**src/rtl/gcd_pkg.sv**
```systemverilog
// Definitions shared by the gcd job dispatcher and the gcd bench covergroups.
package gcd_pkg;

  localparam int GCD_W = 32;

  typedef enum logic [2:0] {
    IDLE,
    ISSUE,
    WAIT,
    HOLD,
    GAP
  } dispatch_state_t;

endpackage

```
**src/rtl/gcd_op_fifo.sv**
```systemverilog
// Synchronous operand-pair FIFO; full/empty are decoded from the occupancy count.
module gcd_op_fifo #(
  parameter int WIDTH = 64,
  parameter int DEPTH = 4
) (
  input  logic                       clk,
  input  logic                       reset_n,
  input  logic                       push,
  input  logic [WIDTH-1:0]           push_data,
  input  logic                       pop,
  output logic [WIDTH-1:0]           pop_data,
  output logic [$clog2(DEPTH+1)-1:0] count,
  output logic                       full,
  output logic                       empty
);
  localparam int AW = $clog2(DEPTH);
  localparam int CW = $clog2(DEPTH + 1);
  localparam logic [CW-1:0] FULL_COUNT = CW'(DEPTH);

  logic [WIDTH-1:0] mem [DEPTH];
  logic [AW-1:0]    wr_ptr_reg;
  logic [AW-1:0]    rd_ptr_reg;
  logic [CW-1:0]    count_reg;
  logic             do_push;
  logic             do_pop;

  assign full     = (count_reg == FULL_COUNT);
  assign empty    = (count_reg == '0);
  assign count    = count_reg;
  assign do_push  = push && !full;
  assign do_pop   = pop && !empty;
  assign pop_data = mem[rd_ptr_reg];

  // Storage is left unreset so it maps onto plain RAM.
  always_ff @(posedge clk) begin
    if (do_push) mem[wr_ptr_reg] <= push_data;
  end

  always_ff @(posedge clk or negedge reset_n) begin
    if (!reset_n) begin
      wr_ptr_reg <= '0;
      rd_ptr_reg <= '0;
      count_reg  <= '0;
    end else begin
      if (do_push) wr_ptr_reg <= wr_ptr_reg + 1'b1;
      if (do_pop)  rd_ptr_reg <= rd_ptr_reg + 1'b1;
      if (do_push && !do_pop)      count_reg <= count_reg + 1'b1;
      else if (do_pop && !do_push) count_reg <= count_reg - 1'b1;
    end
  end

endmodule

```
**src/rtl/gcd_job_dispatcher.sv**
```systemverilog
// Buffers operand pairs, runs them one at a time through gcd, and returns
// {a, b, gcd} results with zero-operand bypass and a WAIT timeout.
module gcd_job_dispatcher
  import gcd_pkg::*;
#(
  parameter int WIDTH      = GCD_W,
  parameter int DEPTH      = 4,
  parameter int GAP_CYCLES = 2,
  parameter int TIMEOUT    = 1024
) (
  input  logic                       clk,
  input  logic                       reset_n,
  input  logic                       in_valid,
  output logic                       in_ready,
  input  logic [WIDTH-1:0]           in_a,
  input  logic [WIDTH-1:0]           in_b,
  output logic                       out_valid,
  input  logic                       out_ready,
  output logic [WIDTH-1:0]           out_a,
  output logic [WIDTH-1:0]           out_b,
  output logic [WIDTH-1:0]           out_gcd,
  output logic                       out_err,
  output logic                       gcd_start,
  output logic [WIDTH-1:0]           gcd_a,
  output logic [WIDTH-1:0]           gcd_b,
  input  logic                       gcd_done,
  input  logic [WIDTH-1:0]           gcd_result,
  output logic                       busy,
  output logic [$clog2(DEPTH+1)-1:0] fifo_count
);
  localparam int TW = $clog2(TIMEOUT + 1);
  localparam int GW = $clog2(GAP_CYCLES + 2);
  localparam logic [TW-1:0] TIMER_LAST = TW'(TIMEOUT - 1);
  localparam logic [GW-1:0] GAP_LAST   = GW'((GAP_CYCLES > 0) ? GAP_CYCLES - 1 : 0);

  dispatch_state_t    state_reg;
  dispatch_state_t    state_next;
  logic               init_reg;
  logic [WIDTH-1:0]   op_a_reg;
  logic [WIDTH-1:0]   op_b_reg;
  logic [WIDTH-1:0]   res_gcd_reg;
  logic               res_err_reg;
  logic [TW-1:0]      timer_reg;
  logic [GW-1:0]      gap_cnt_reg;
  logic               fifo_push;
  logic               fifo_pop;
  logic               fifo_full;
  logic               fifo_empty;
  logic [2*WIDTH-1:0] fifo_rd_data;
  logic [WIDTH-1:0]   head_a;
  logic [WIDTH-1:0]   head_b;
  logic               timed_out;

  assign fifo_push = in_valid && in_ready;
  assign fifo_pop  = (state_reg == IDLE) && !fifo_empty;
  assign head_a    = fifo_rd_data[2*WIDTH-1:WIDTH];
  assign head_b    = fifo_rd_data[WIDTH-1:0];
  assign timed_out = !gcd_done && (timer_reg == TIMER_LAST);

  gcd_op_fifo #(
    .WIDTH (2 * WIDTH),
    .DEPTH (DEPTH)
  ) u_fifo (
    .clk       (clk),
    .reset_n   (reset_n),
    .push      (fifo_push),
    .push_data ({in_a, in_b}),
    .pop       (fifo_pop),
    .pop_data  (fifo_rd_data),
    .count     (fifo_count),
    .full      (fifo_full),
    .empty     (fifo_empty)
  );

  always_ff @(posedge clk or negedge reset_n) begin
    if (!reset_n) state_reg <= IDLE;
    else          state_reg <= state_next;
  end

  always_comb begin
    state_next = state_reg;
    case (state_reg)
      IDLE:    if (!fifo_empty) state_next = (head_a == '0 || head_b == '0) ? HOLD : ISSUE;
      ISSUE:   state_next = WAIT;
      WAIT:    if (gcd_done || timed_out) state_next = HOLD;
      HOLD:    if (out_ready) state_next = (GAP_CYCLES == 0) ? IDLE : GAP;
      GAP:     if (gap_cnt_reg == GAP_LAST) state_next = IDLE;
      default: state_next = IDLE;
    endcase
  end

  // init_reg keeps in_ready low until the first edge after reset release.
  always_comb begin
    gcd_start = (state_reg == ISSUE);
    out_valid = (state_reg == HOLD);
    busy      = (state_reg != IDLE) || !fifo_empty;
    in_ready  = init_reg && !fifo_full;
  end

  always_ff @(posedge clk or negedge reset_n) begin
    if (!reset_n) begin
      init_reg    <= 1'b0;
      op_a_reg    <= '0;
      op_b_reg    <= '0;
      res_gcd_reg <= '0;
      res_err_reg <= 1'b0;
      timer_reg   <= '0;
      gap_cnt_reg <= '0;
    end else begin
      init_reg <= 1'b1;
      case (state_reg)
        // Result is preloaded with a|b, which is already the answer on bypass.
        IDLE: if (!fifo_empty) begin
          op_a_reg    <= head_a;
          op_b_reg    <= head_b;
          res_gcd_reg <= head_a | head_b;
          res_err_reg <= 1'b0;
        end
        ISSUE: timer_reg <= '0;
        WAIT: begin
          if (gcd_done) begin
            res_gcd_reg <= gcd_result;
            res_err_reg <= 1'b0;
          end else if (timed_out) begin
            res_gcd_reg <= '0;
            res_err_reg <= 1'b1;
          end else begin
            timer_reg <= timer_reg + 1'b1;
          end
        end
        HOLD:    gap_cnt_reg <= '0;
        GAP:     gap_cnt_reg <= gap_cnt_reg + 1'b1;
        default: ;
      endcase
    end
  end

  assign gcd_a   = op_a_reg;
  assign gcd_b   = op_b_reg;
  assign out_a   = op_a_reg;
  assign out_b   = op_b_reg;
  assign out_gcd = res_gcd_reg;
  assign out_err = res_err_reg;

endmodule
```
**config.mk**
```make
export PLATFORM = sky130hd
export DESIGN_NAME = gcd_job_dispatcher
export DESIGN_NICKNAME = d
export VERILOG_FILES = /design/src/rtl/gcd_pkg.sv /design/src/rtl/gcd_op_fifo.sv /design/src/rtl/gcd_job_dispatcher.sv
export SDC_FILE = /design/constraint.sdc
export NUM_CORES = 1
export LEC_CHECK = 0
export BUFFER_PORTS_ARGS = -buffer_cell sky130_fd_sc_hd__buf_2
export CORE_UTILIZATION = 25
export DETAILED_ROUTE_END_ITERATION = 16
export PLACE_DENSITY = 0.54
export SKIP_CTS_REPAIR_TIMING = 1
export SLEW_MARGIN = 20
export SYNTH_ARGS = -nofsm -noshare
export SYNTH_HDL_FRONTEND = slang
export SYNTH_SLANG_ARGS = --single-unit
```
**constraint.sdc**
```tcl
create_clock -name clk -period 2.52 [get_ports clk]
set_input_delay 0.252 -clock clk [delete_from_list [all_inputs] [get_ports clk]]
set_output_delay 0.252 -clock clk [all_outputs]
set_load 0.05 [all_outputs]
```
**Word-level counts from Yosys, hierarchy flattened**

Memories as Yosys holds them, arrays and structs flattened.
Index checks and enable logic that the tools add are counted.

- Register bits: 121
- Bits in latches: 0
- RAM bits: 256
- Bits in read-only memories: 0
- Bits of input ports: 101
- Output and inout port bits: 168
- Word-level logic and storage cells: 85
- Memories kept: 1

- Add/subtract/negate cells: 6
- Multipliers: 0
- Div/mod/pow operators: 0
- Magnitude comparators: 0
- Equal/unequal tests: 14
- Shift-type cells: 0
- Mux-type cells: 22
- Bitwise gates (word level): 2
- Reduce and logical (&&, ||, !) cells: 29

Memory list:

| memory | depth | bits a word | read ports | clocked after Yosys merged registers in | wr ports | RTL line | RTL |
|---|---|---|---|---|---|---|---|
| u_fifo.mem | 4 | 64 | 1 | 0 | 1 | gcd_op_fifo.sv:20 | `logic [WIDTH-1:0] mem [DEPTH];` |

Operator list:

| kind | count |
|---|---|
| $mux 32 | 3 |
| $logic_not 32->1 | 2 |
| $pmux 32 s2 | 1 |
| $or 32x32->32 | 1 |
| $mux 11 | 2 |
| $pmux 11 s2 | 1 |
| $mux 3 | 6 |
| $pmux 3 s5 | 1 |
| $add 11x1->11 const B | 1 |
| $eq 11x10->1 const B | 1 |
| $ne 2x2->1 const B | 5 |
| $logic_and 1x1->1 | 8 |
| $reduce_bool 2->1 | 4 |
| $add 2x1->2 const B | 3 |
| $eq 3x2->1 const B | 2 |
| $eq 3x3->1 const B | 2 |
| $logic_not 3->1 | 2 |
| $reduce_and 3->1 | 2 |
| $logic_not 1->1 | 5 |
| $mux 1 | 5 |
| $pmux 2 s2 | 1 |
| $reduce_and 4->1 | 1 |
| $add 3x1->3 const B | 1 |
| $eq 3x1->1 const B | 1 |
| other kinds (10) | 12 |

**Logic depth before layout (Yosys ltp)**

- Word-level depth: 9
- Mapped depth: 10
- Mapped depth without buffers: 9

**Modules after synthesis**

Synthesis repeated with hierarchy kept, for this count alone.

- Cells, all modules: 801
- Area, all modules: 15,073.2 sq um

Modules (own cells, without submodules):

| module | times used | cells each | area each (sq um) | sequential area each (sq um) |
|---|---|---|---|---|
| gcd_op_fifo | 1 | 370 | 9,649.3 | 7,862.5 |
| gcd_job_dispatcher | 1 | 431 | 5,424.0 | 2,852.7 |

**Least setup slack after synthesis**

Ideal clock, no wire load.

- Path type: reg-to-reg
- Start: register u_fifo.count_reg[1], in the netlist u_fifo.count[1]
- End: memory u_fifo.mem[1][0] (enable)
- Library setup time: 429 ps
- Data arrival time: 3,830 ps
- Data required time: 2,091 ps
- Path slack: -1,740 ps
- Cell stages (with the launch flop): 4
- Path buffers: 0
- Period minus slack after synthesis: 4,260 ps
- Cell sequence: dfrtp_1 -> nor2_1 -> a21boi_0 -> and3_1

- Longest elaborated chain between the ends: 7

RTL lines:

| what | RTL line | RTL |
|---|---|---|
| start, declared | gcd_op_fifo.sv:23 | `logic [CW-1:0] count_reg;` |
| start signal, assigned | gcd_op_fifo.sv:47 | `if (do_push && !do_pop) count_reg <= count_reg + 1'b1;` |
| start signal, assigned | gcd_op_fifo.sv:48 | `else if (do_pop && !do_push) count_reg <= count_reg - 1'b1;` |
| $eq 3x3->1 | gcd_op_fifo.sv:27 | `assign full = (count_reg == FULL_COUNT);` |
| $logic_not 1->1 | gcd_job_dispatcher.sv:97 | `in_ready = init_reg && !fifo_full;` |
| $logic_and 1x1->1 | gcd_job_dispatcher.sv:97 |  |
| via in_ready | gcd_job_dispatcher.sv:14 | `output logic in_ready,` |
| $logic_and 1x1->1 | gcd_job_dispatcher.sv:54 | `assign fifo_push = in_valid && in_ready;` |
| $logic_and 1x1->1 | gcd_op_fifo.sv:30 | `assign do_push = push && !full;` |
| $mux 1 | gcd_op_fifo.sv:36 | `if (do_push) mem[wr_ptr_reg] <= push_data;` |
| $mux 1 (not written as such) | gcd_op_fifo.sv:36 |  |
| end, declared | gcd_op_fifo.sv:20 |  |

The timed path passes the listed nets, and every way through them passes these cells.

**Worst setup path after layout**

- Start: register u_fifo.rd_ptr_reg[0]
- End: register state_reg[1]

- Longest elaborated chain between the ends: 6
- Elaborated cells on any way between the ends: 7
- Classes of those cells: mux: 3; reduce/logical: 3; memory: 1

RTL lines:

| what | RTL line | RTL |
|---|---|---|
| start, declared | gcd_op_fifo.sv:22 | `logic [AW-1:0] rd_ptr_reg;` |
| start signal, assigned | gcd_op_fifo.sv:46 | `if (do_pop) rd_ptr_reg <= rd_ptr_reg + 1'b1;` |
| $mem_v2 4x64 (*) | -- |  |
| $logic_not 32->1 | gcd_job_dispatcher.sv:83 | `IDLE: if (!fifo_empty) state_next = (head_a == '0 \|\| head_b == '0) ? HOLD : ISSUE;` |
| $logic_or 1x1->1 (*) | gcd_job_dispatcher.sv:83 |  |
| $mux 2 (*) | gcd_job_dispatcher.sv:83 |  |
| $mux 3 (*) | gcd_job_dispatcher.sv:83 |  |
| $pmux 3 s5 (*) | gcd_job_dispatcher.sv:82 | `case (state_reg)` |
| end signal, assigned | gcd_job_dispatcher.sv:77 | `else state_reg <= state_next;` |
| end, declared | gcd_job_dispatcher.sv:36 | `dispatch_state_t state_reg;` |

Every way passes the cells marked *; elsewhere a longest branch is shown, timed or not. The select of a mux whose other input is x is not followed.
A chain may end at the register's enable or synchronous reset.

==> metrics.md <==
| Metric | Value |
|---|---|
| WL per Instance | `21.7 um` |
| Critical Path Source Type | `flop` |
| Max Fclk | `414 MHz` |
| Crit path capture type | `flop` |
| Nets | `1,304` |
| Largest Register | `u_fifo.mem` |
| Post-route ant nets | `0` |
| Initial Util | `25.5%` |
| Largest net degree at the start of global routing | `65` |
| Routed via count | `8,849` |
| Status | `completed` |
| Critical Path RT | `3030 ps` |
| Clock Path Buffers | `3` |
| Routed WL | `43,500 um` |
| Arrival time at the worst endpoint | `2920 ps` |
| H-Tree Level Count | `2` |
| Layout cells sized above 1 | `44.4%` |
| Kind of cell adding the most delay to the critical path | `simple AND/OR/NAND/NOR gates` |
| Initial drt markers | `758` |
| Hold Fails Final Rpt | `0` |
| Vias per std cell | `4.41` |
| CTS Sinks | `377` |
| Synth Net Count | `975` |
| Most used DFF post-synth | `edfxtp_1` |
| Synth top area share | `50.6%` |
| IO buf count | `268` |
| Gr ovfl total | `0` |
| Vias in the first global route | `8,729` |
| Hold Crit Class | `primary input to flop` |
| Clk_lat worst skew | `570 ps` |
| Hold Slack | `103 ps` |
| Area of the core | `59,500 sq um` |
| Final core utilization | `32.8%` |
| Pleak | `0.00725 uW` |
| DRT Pass-1 Iters | `7` |
| Final setup skew | `25.4 ps` |
| Slew HR | `50.3%` |
| Initial antenna violation count | `9` |
| Synth area leader | `edfxtp_1` |
| HPWL after DPL | `29,400 um` |
| DRC Markers | `0` |
| Syn avg cell area | `17.5 sq um` |
| Cell Area, Synth | `15,200 sq um` |
| #FFs+latches synth | `377` |
| DIE WIDTH | `248 um` |
| Fin. max-slew vios | `0` |
| TritonCTS clock tree | `built` |
| Slew @ Worst Pin | `743 ps` |
| Pwr/cell area | `1460 nW/um^2` |
| CP max stage delay | `540 ps` |
| Number of library cell types mapped by synthesis | `43` |
| Maxcap violations | `0` |
| Die footprint | `61,700 sq um` |
| Layout Cell Area excl Fill | `19,500 sq um` |
| CP cell instances | `buf_12, buf_4, mux4_2, nor4_1, buf_4, nand4_1, nor2_1, o211a_1` |
| Max reg flops | `256` |
| Setup Viol. Count Final | `0` |
| Post-route setup TNS | `0 ps` |
| Num CTS Buffers | `41` |
| Synth async-reset ratio | `32.1%` |
| VDD IR max | `0.000941 V` |
| Most common cell after layout, fill and taps aside | `buf_2` |
| Period utilization | `95.9%` |
| CP max FO | `16` |
| Critical path buffer and inverter count | `3` |
| Most frequent cells in the layout | `buf_2 (267), edfxtp_1 (256), dfrtp_1 (116)` |
| Critical path's most frequent cell | `buf_4` |
| Top post-synthesis cells by area | `edfxtp_1 (51%), dfrtp_1 (20%), mux4_2 (8.9%), mux2_2 (6.2%), buf_4 (3.2%)` |
| Cells after Synth | `866` |
| Area growth syn-to-layout | `28.3%` |
| I/O pin total | `269` |
| Die height | `248 um` |
| Ys Warns | `0` |
| Crit Path Category | `flop to flop` |
| Root buffer cell | `clkbuf_16` |
| Clock-pin slew on the worst setup and hold paths | `60 ps` |
| Fin crit period | `2420 ps` |
| Seq/Total Area, Yosys | `70.6%` |
| Post-synth EDFFs | `256` |
| Slowest cell on crit path | `mux4_2` |
| Gr usage total | `13.9%` |
| Area after DPL | `17,400 sq um` |
| First-pass GRT wire length | `62,400 um` |
| Routability cong. | `0.738` |
| Placed insts | `1,848` |
| Rows | `89` |
| Final Non-Filler Cells | `2,006` |
-- area by class of cell --
class | count | area [sq um]
Multi-Input combinational cell | 378 | 3840
Tap cell | 773 | 967
Timing Repair Buffer | 388 | 2600
Antenna cell | 6 | 15.0
Clock buffer | 61 | 1190
Fill cell | 5870 | 40000
Clock inverter | 14 | 96.3
Sequential cell | 377 | 10700
Inverter | 9 | 33.8
-- where the power goes --
part	total, uW	internal, uW	switching (uW)
logic	13700	4460	9230
registers	9030	8080	949
clock network	5770	3300	2470
total	28500	15800	12700
-- per-stage QoR --
step / setup WS, ps / power [uW]
floorplan: 54.9 / 19100
global placement: -82.5 / 22600
detailed placement: -97.7 / 22800
CTS: -110 / 28600
global route: -4.93 / 29800
finish: 102 / 28500
-- worst paths after layout --
check,startpoint,to,slack [ps],cells after the start
worst max register to register,u_fifo.rd_ptr_reg[0],state_reg[1],100,8
worst min-delay path,gcd_result[4],out_gcd[4],100,4
worst max-delay path,u_fifo.rd_ptr_reg[0],state_reg[1],100,8
max in group asynchronous,reset_n,u_fifo.rd_ptr_reg[1],1570,3
worst min register to register,out_gcd[23],out_gcd[23],500,1
min in group asynchronous,reset_n,out_gcd[8],170,2
-- worst register-to-register path, stage by stage, from the launching register on --
cell,delay [ps]
dfrtp_4,530
buf_12,200
buf_4,170
mux4_2,540
nor4_1,320
buf_4,170
nand4_1,90
nor2_1,160
o211a_1,170
-- routing by layer --
metal,global-route usage [%],part of all wire (%),vias up
met4,3.32,1.5,8
met1,18.0,45,4603
met2,22.1,48,233
met3,4.82,5.8,51
met5,0,0.11,-
li1,-,-,3954
-- kinds of logic after synthesis --
| logic type | count (synthesis) | synth area share [%] |
|---|---|---|
| buffers and inverters | 111 | 4.62 |
| multiplexers | 162 | 16.9 |
| other | 1 | 0.0247 |
| AO/OA/AOI/OAI | 59 | 2.11 |
| AND/OR/NAND/NOR | 139 | 4.58 |
| flip-flops | 377 | 70.6 |
| adder cells (fa/ha/maj) | 8 | 0.709 |
| XOR/XNOR | 9 | 0.519 |
-- synthesized netlist by cell type, drive strengths merged (13+ instances only) --
master / number
mux2: 98
o21ai: 16
nor4: 17
nor2: 13
clkbuf: 18
nand2: 43
edfxtp: 256
nor3: 35
dfrtp: 121
buf: 84
a21oi: 37
mux4: 64
(Power assumes the default switching activity.)
